## config.mk

```make
export PLATFORM = sky130hd
export DESIGN_NAME = seq_mult_flat
export DESIGN_NICKNAME = d
export VERILOG_FILES = /design/src/rtl/seq_mult_pkg.sv /design/src/rtl/seq_mult_if.sv /design/src/rtl/rca_adder.sv /design/src/rtl/seq_mult.sv /design/src/flat_wrapper.sv
export SDC_FILE = /design/constraint.sdc
export NUM_CORES = 1
export LEC_CHECK = 0
export ABC_AREA = 1
export CORE_UTILIZATION = 42
export CTS_BUF_LIST = sky130_fd_sc_hd__clkbuf_4 sky130_fd_sc_hd__clkbuf_8
export DETAILED_ROUTE_END_ITERATION = 16
export PLACE_DENSITY = 0.72
export SETUP_SLACK_MARGIN = 0.3
export SYNTH_ARGS = -nofsm -noshare
export SYNTH_HDL_FRONTEND = slang
export SYNTH_HIERARCHICAL = 1
export SYNTH_SLANG_ARGS = --single-unit
```

## constraint.sdc

```tcl
create_clock -name clk -period 7.8 [get_ports clk]
set_input_delay 2.34 -clock clk [delete_from_list [all_inputs] [get_ports clk]]
set_output_delay 2.34 -clock clk [all_outputs]
set_load 0.02 [all_outputs]
```

## src/rtl/seq_mult_pkg.sv

```systemverilog
// seq_mult_pkg: shared types and constants for the sequential multiplier.
//   state_e        controller state (IDLE, RUN, DONE)
//   ST_*           2-bit state encodings
//   DEFAULT_WIDTH  default operand width
package seq_mult_pkg;

  localparam int unsigned DEFAULT_WIDTH = 8;

  localparam logic [1:0] ST_IDLE = 2'b00;
  localparam logic [1:0] ST_RUN  = 2'b01;
  localparam logic [1:0] ST_DONE = 2'b10;

  typedef enum logic [1:0] {
    StIdle = ST_IDLE,
    StRun  = ST_RUN,
    StDone = ST_DONE
  } state_e;

endpackage

```

## src/rtl/seq_mult_if.sv

```systemverilog
// seq_mult_if: start/done handshake and operand/result bundle.
//   start, a, b            driven by the requester (master)
//   busy, done, product    driven by the multiplier (slave)
interface seq_mult_if #(
  parameter int unsigned WIDTH = 8
);
  logic               start;
  logic [WIDTH-1:0]   a;
  logic [WIDTH-1:0]   b;
  logic               busy;
  logic               done;
  logic [2*WIDTH-1:0] product;

  modport master (
    output start, a, b,
    input  busy, done, product
  );

  modport slave (
    input  start, a, b,
    output busy, done, product
  );
endinterface

```

## src/rtl/rca_adder.sv

```systemverilog
// rca_adder: WIDTH-bit ripple-carry adder built from full-adder cells.
//   a, b   addends
//   cin    carry in (set to 1 with an inverted operand to subtract)
//   sum    WIDTH-bit sum
//   cout   carry out of the top cell
module rca_adder #(
  parameter int unsigned WIDTH = 8
) (
  input  logic [WIDTH-1:0] a,
  input  logic [WIDTH-1:0] b,
  input  logic             cin,
  output logic [WIDTH-1:0] sum,
  output logic             cout
);

  logic [WIDTH:0] w_carry;

  assign w_carry[0] = cin;

  for (genvar i = 0; i < WIDTH; i++) begin : g_fa
    assign sum[i]       = a[i] ^ b[i] ^ w_carry[i];
    assign w_carry[i+1] = (a[i] & b[i]) | (w_carry[i] & (a[i] ^ b[i]));
  end

  assign cout = w_carry[WIDTH];

endmodule

```

## src/rtl/seq_mult.sv

```systemverilog
// seq_mult: sequential shift-and-add multiplier, one adder pass per clock.
//   clk   rising-edge clock
//   rst   asynchronous active-high reset
//   bus   seq_mult_if.slave: start/a/b in; busy/done/product out
// Macro SEQ_MULT_SIGNED_EN: treat a, b and product as two's complement
// (arithmetic partial-sum shift, subtract on the final iteration).
module seq_mult
  import seq_mult_pkg::*;
#(
  parameter int unsigned WIDTH = DEFAULT_WIDTH,
  localparam int unsigned CNT_W = $clog2(WIDTH + 1)
) (
  input logic     clk,
  input logic     rst,
  seq_mult_if.slave bus
);

  state_e r_state, w_state_d;

  logic [WIDTH-1:0]   r_acc;
  logic [WIDTH-1:0]   r_mcand;
  logic [WIDTH-1:0]   r_mplr;
  logic [CNT_W-1:0]   r_count;
  logic [2*WIDTH-1:0] r_product;

  logic [WIDTH-1:0] w_addend;
  logic             w_cin;
  logic [WIDTH-1:0] w_sum;
  logic             w_cout;
  logic             w_msb;
  logic             w_last;
  logic [WIDTH-1:0] w_acc_nxt;
  logic [WIDTH-1:0] w_mplr_nxt;

  assign w_last = (r_count == CNT_W'(WIDTH - 1));

  always_comb begin
    w_addend = r_mplr[0] ? r_mcand : '0;
    w_cin    = 1'b0;
`ifdef SEQ_MULT_SIGNED_EN
    // The multiplier's MSB carries negative weight: subtract on the last pass.
    if (w_last && r_mplr[0]) begin
      w_addend = ~r_mcand;
      w_cin    = 1'b1;
    end
`endif
  end

  rca_adder #(
    .WIDTH (WIDTH)
  ) u_adder (
    .a    (r_acc),
    .b    (w_addend),
    .cin  (w_cin),
    .sum  (w_sum),
    .cout (w_cout)
  );

`ifdef SEQ_MULT_SIGNED_EN
  // Bit WIDTH of the sign-extended sum, so 0 - (-2^(W-1)) stays positive.
  assign w_msb = r_acc[WIDTH-1] ^ w_addend[WIDTH-1] ^ w_cout;
`else
  assign w_msb = w_cout;
`endif

  assign w_acc_nxt  = {w_msb, w_sum[WIDTH-1:1]};
  assign w_mplr_nxt = {w_sum[0], r_mplr[WIDTH-1:1]};

  always_ff @(posedge clk or posedge rst) begin
    if (rst) begin
      r_state <= StIdle;
    end else begin
      r_state <= w_state_d;
    end
  end

  always_comb begin
    w_state_d = r_state;
    unique case (r_state)
      StIdle:  if (bus.start) w_state_d = StRun;
      StRun:   if (w_last) w_state_d = StDone;
      StDone:  w_state_d = StIdle;
      default: w_state_d = StIdle;
    endcase
  end

  always_ff @(posedge clk or posedge rst) begin
    if (rst) begin
      r_acc     <= '0;
      r_mcand   <= '0;
      r_mplr    <= '0;
      r_count   <= '0;
      r_product <= '0;
    end else begin
      unique case (r_state)
        StIdle: begin
          if (bus.start) begin
            r_mcand <= bus.a;
            r_mplr  <= bus.b;
            r_acc   <= '0;
            r_count <= '0;
          end
        end
        StRun: begin
          r_acc   <= w_acc_nxt;
          r_mplr  <= w_mplr_nxt;
          r_count <= r_count + 1'b1;
          if (w_last) r_product <= {w_acc_nxt, w_mplr_nxt};
        end
        default: ;
      endcase
    end
  end

  assign bus.busy    = (r_state == StRun);
  assign bus.done    = (r_state == StDone);
  assign bus.product = r_product;

endmodule

```

## src/flat_wrapper.sv

```systemverilog
// flat-port wrapper written by rule: the top's interface ports become plain ports
module seq_mult_flat import seq_mult_pkg::*;
#(
  parameter int unsigned WIDTH = DEFAULT_WIDTH,
  localparam int unsigned CNT_W = $clog2(WIDTH + 1)
)
  (clk, rst, bus_start, bus_a, bus_b, bus_busy, bus_done, bus_product);
  seq_mult_if #(.WIDTH(WIDTH)) bus_i ();
  input logic clk;
  input logic rst;
  input wire logic [$bits(bus_i.start)-1:0] bus_start;
  input wire logic [$bits(bus_i.a)-1:0] bus_a;
  input wire logic [$bits(bus_i.b)-1:0] bus_b;
  output wire logic [$bits(bus_i.busy)-1:0] bus_busy;
  output wire logic [$bits(bus_i.done)-1:0] bus_done;
  output wire logic [$bits(bus_i.product)-1:0] bus_product;
  assign bus_i.start = bus_start;
  assign bus_i.a = bus_a;
  assign bus_i.b = bus_b;
  assign bus_busy = bus_i.busy;
  assign bus_done = bus_i.done;
  assign bus_product = bus_i.product;
  seq_mult #(.WIDTH(WIDTH)) u_core (.clk(clk), .rst(rst), .bus(bus_i));
endmodule
```

==> impl_metrics.csv <==
group,metric,value,unit
logic_synthesis,ys_seq_area_share,52.3,%
setup_path,cp_max_fo,21,
power_and_ir_drop,p_per_area,415,mW/mm2
cts,htree_levels,2,
setup_path,reg2reg_depth,16,
global_routing,grt_max_degree,47,
final_layout,syn2layout_area_growth,23.5,%
routing,drtIter0Drc,118,
timing,timing.hold.ws,0.477,ns
timing,period_needed,4.33,ns
place,port-buffer-count,36,
routing,ant_nets,0,
power_and_ir_drop,ir_worst_vdd,0.181,mV
die,num_rows,25,
routing,via_per_inst,4.52,
setup_path,cp.arrival,1.99,ns
worst_hold_path,worstHoldPathType,"flop to flop",
timing,rsz0062_at_grt,"no",
logic_synthesis,syn_avg_cell_area,8.37,um2
die,chipWidth,74.4,um
global_routing,grt_pass1_vias,1569,
final_layout,layout-drive-gt1-share,4.98,%
final_layout,nets,328,
global_routing,antenna_found_initial,0,
routing,wl_per_cell,11.1,um
cts,clk_latency,0.29,ns
worst_hold_path,min_path_cells,2,
timing,hold_viol,0,
routing,wl_met3,139,um
logic_synthesis,ys_seq_elements,46,
cts,clkSinkCount,46,
die,dieHeight,74.4,um
logic_synthesis,synthCells,263,
die,fp.dieArea,0.00554,mm2
timing,min_period_over_period,55.6,%
setup_path,path_class,"flop to output port",
logic_synthesis,synth-edff-count,0,
logic_synthesis,yosysUniqueCellTypes,21,
routing,dr_wl_met2,1.82,mm
logic_synthesis,yosysWarnings,6,
global_routing,grtUsageTotal,17.4,%
die,start_util,45.1,%
logic_synthesis,synthFlopType,"dfrtp_1",
routing,route.vias.total,1665,
job,drv_cap,0,
timing,fmax,0.231,GHz
global_routing,grt_overflow,0,
timing,drv_slew,0,
logic_synthesis,syn-cell-area,0.00220,mm2
routing,top_layer,"met4",
final_layout,antenna_cells,0,
timing,finalSetupTns,0,ns
cts,clockBufferDepth,2,
setup_path,reg2reg_from,"u_core/r_mplr[0]",
setup_path,cp-end-kind,"output port",
setup_path,r2r_end,"u_core/r_acc[6]",
cts,clkSlewWorstSetupHoldPaths,0.08,ns
timing,slew_headroom,62.3,%
routing,m1WireLength,2.11,mm
place,hpwlAfterDp,2.99,mm
logic_synthesis,synth_nets,291,
cts,cts_resized,0,
global_routing,grt_pass1_wl,7.23,mm
logic_synthesis,async_reset_ff_share,100,%
die,pin_count,37,
status,status,"finished, final reports clean",
cts,cts_root_buf,"clkbuf_8",
power_and_ir_drop,power_leakage,1.45,nW
worst_hold_path,hp-start,"u_core/r_mcand[4]",
cts,cts_buffers,5,
cts,hold_buffers,0,
place,routabilityCongestion,0.776,
cts,cts_tree,"built",
routing,dr.pass1.iters,4,
die,core_area,0.00488,mm2
timing,finalSetupViolCount,0,
cts,cts_setup_buffers,0,
setup_path,r2r_setup_slack,3.80,ns
routing,finalWirelength,4.10,mm
routing,drc,0,
worst_hold_path,min_to,"u_core/r_mcand[4]",
setup_path,cp-start-kind,"flop",
timing,tightest_slew,0.563,ns
setup_path,required,5.46,ns
timing,clock_skew,0.00431,ns
==> kinds of logic (layout without fill, tap and decap cells) <==
family	Yosys count	count (layout)	synth area share [%]
AND/OR/NAND/NOR	168	168	31.9
flip-flops	46	46	52.3
buffers and inverters	36	74	7.10
adder cells (fa/ha/maj)	9	9	7.84
AO/OA/AOI/OAI	3	3	0.681
other	1	1	0.170
==> layout by cell type (no fill, tap or decap) <==
master,synthesis,routed
conb_1,1,1
inv_2,2,2
ha_1,1,1
o21ai_0,1,1
bufinv_16,0,1
nor2_4,2,2
inv_1,27,26
nand2_4,1,1
a21oi_1,1,1
inv_6,0,1
clkbuf_8,0,5
clkinv_1,0,1
nand3b_1,6,6
clkdlybuf4s50_1,0,36
nor2_1,17,17
clkinv_2,0,1
nand2_2,1,1
nand3_1,18,18
nand4_1,1,1
buf_4,1,1
fa_1,8,8
dfrtp_1,46,46
o21ai_1,1,1
nand2_1,122,122
==> layer usage <==
layer | vias up | global-route usage (%)
li1 | 860 | -
met1 | 762 | 25.0
met2 | 41 | 26.9
met3 | 2 | 3.25
met4 | 0 | 5.66
met5 | - | 0
==> sequential cells by signal (all words and copies together), names as in the netlist <==
name / count
u_core/r_state: 2
u_core/r_count: 4
u_core/r_mcand: 8
u_core/r_mplr: 8
u_core/r_acc: 8
u_core/bus.product: 16
==> critical path, stage by stage (launching register included) <==
cell and delay [ns]:
dfrtp_1 0.50, nand2_4 0.19, inv_2 0.32, clkdlybuf4s50_1 0.68
==> worst max path at each step <==
stage / slack, ns / cells after the start / startpoint / end
finish: 3.47 / 3 / u_core/r_state[0] / bus_busy
global route: 3.37 / 3 / u_core/r_state[0] / bus_busy
CTS: 3.46 / 3 / u_core/r_state[0] / bus_busy
detailed placement: 3.73 / 6 / bus_start / u_core/r_mcand[3]
global placement: 3.79 / 3 / u_core/r_state[0] / bus_busy
floorplan: 3.99 / 17 / u_core/r_mplr[0] / u_core/r_acc[6]
==> synth_stat cells, types with 2 or more instances <==
cell	number	area share, %
nand2_1	122	21
dfrtp_1	46	52
inv_1	27	4.6
nand3_1	18	4.1
nor2_1	17	2.9
fa_1	8	7.3
nand3b_1	6	2.0
buf_2	2	0.45
buf_6	2	1.0
clkbuf_1	2	0.34
inv_2	2	0.34
nor2_4	2	1.0
==> final cells by class <==
class                   instances  area (um2)
clock buffers                   5        68.8
clock inverters                 3        43.8
fillers                       483        2160
inverters                      29         109
multi-input cells             181         895
flip-flops and latches         46        1150
well taps                      67        83.8
repair buffers                 37         368
==> metrics by stage <==
stage	std cells	utilization (%)	power (W)	setup slack (ns)	cell area [um2]
3_5_place_dp	360	53.4	0.000957	3.73	2610
5_1_grt	368	55.7	0.00123	3.37	2720
6_report	368	55.7	0.00113	3.47	2720
3_3_place_gp	360	53.4	0.000944	3.79	2610
4_1_cts	368	55.7	0.00113	3.46	2720
2_1_floorplan	263	-	0.000782	3.99	2200
==> power breakdown <==
group          internal, W  total, W  switching, W
sequential        0.000351  0.000433     0.0000820
combinational     0.000215  0.000521      0.000306
clock            0.0000960  0.000174     0.0000783
total             0.000662   0.00113      0.000466
Power figures use the tool's default switching activity.
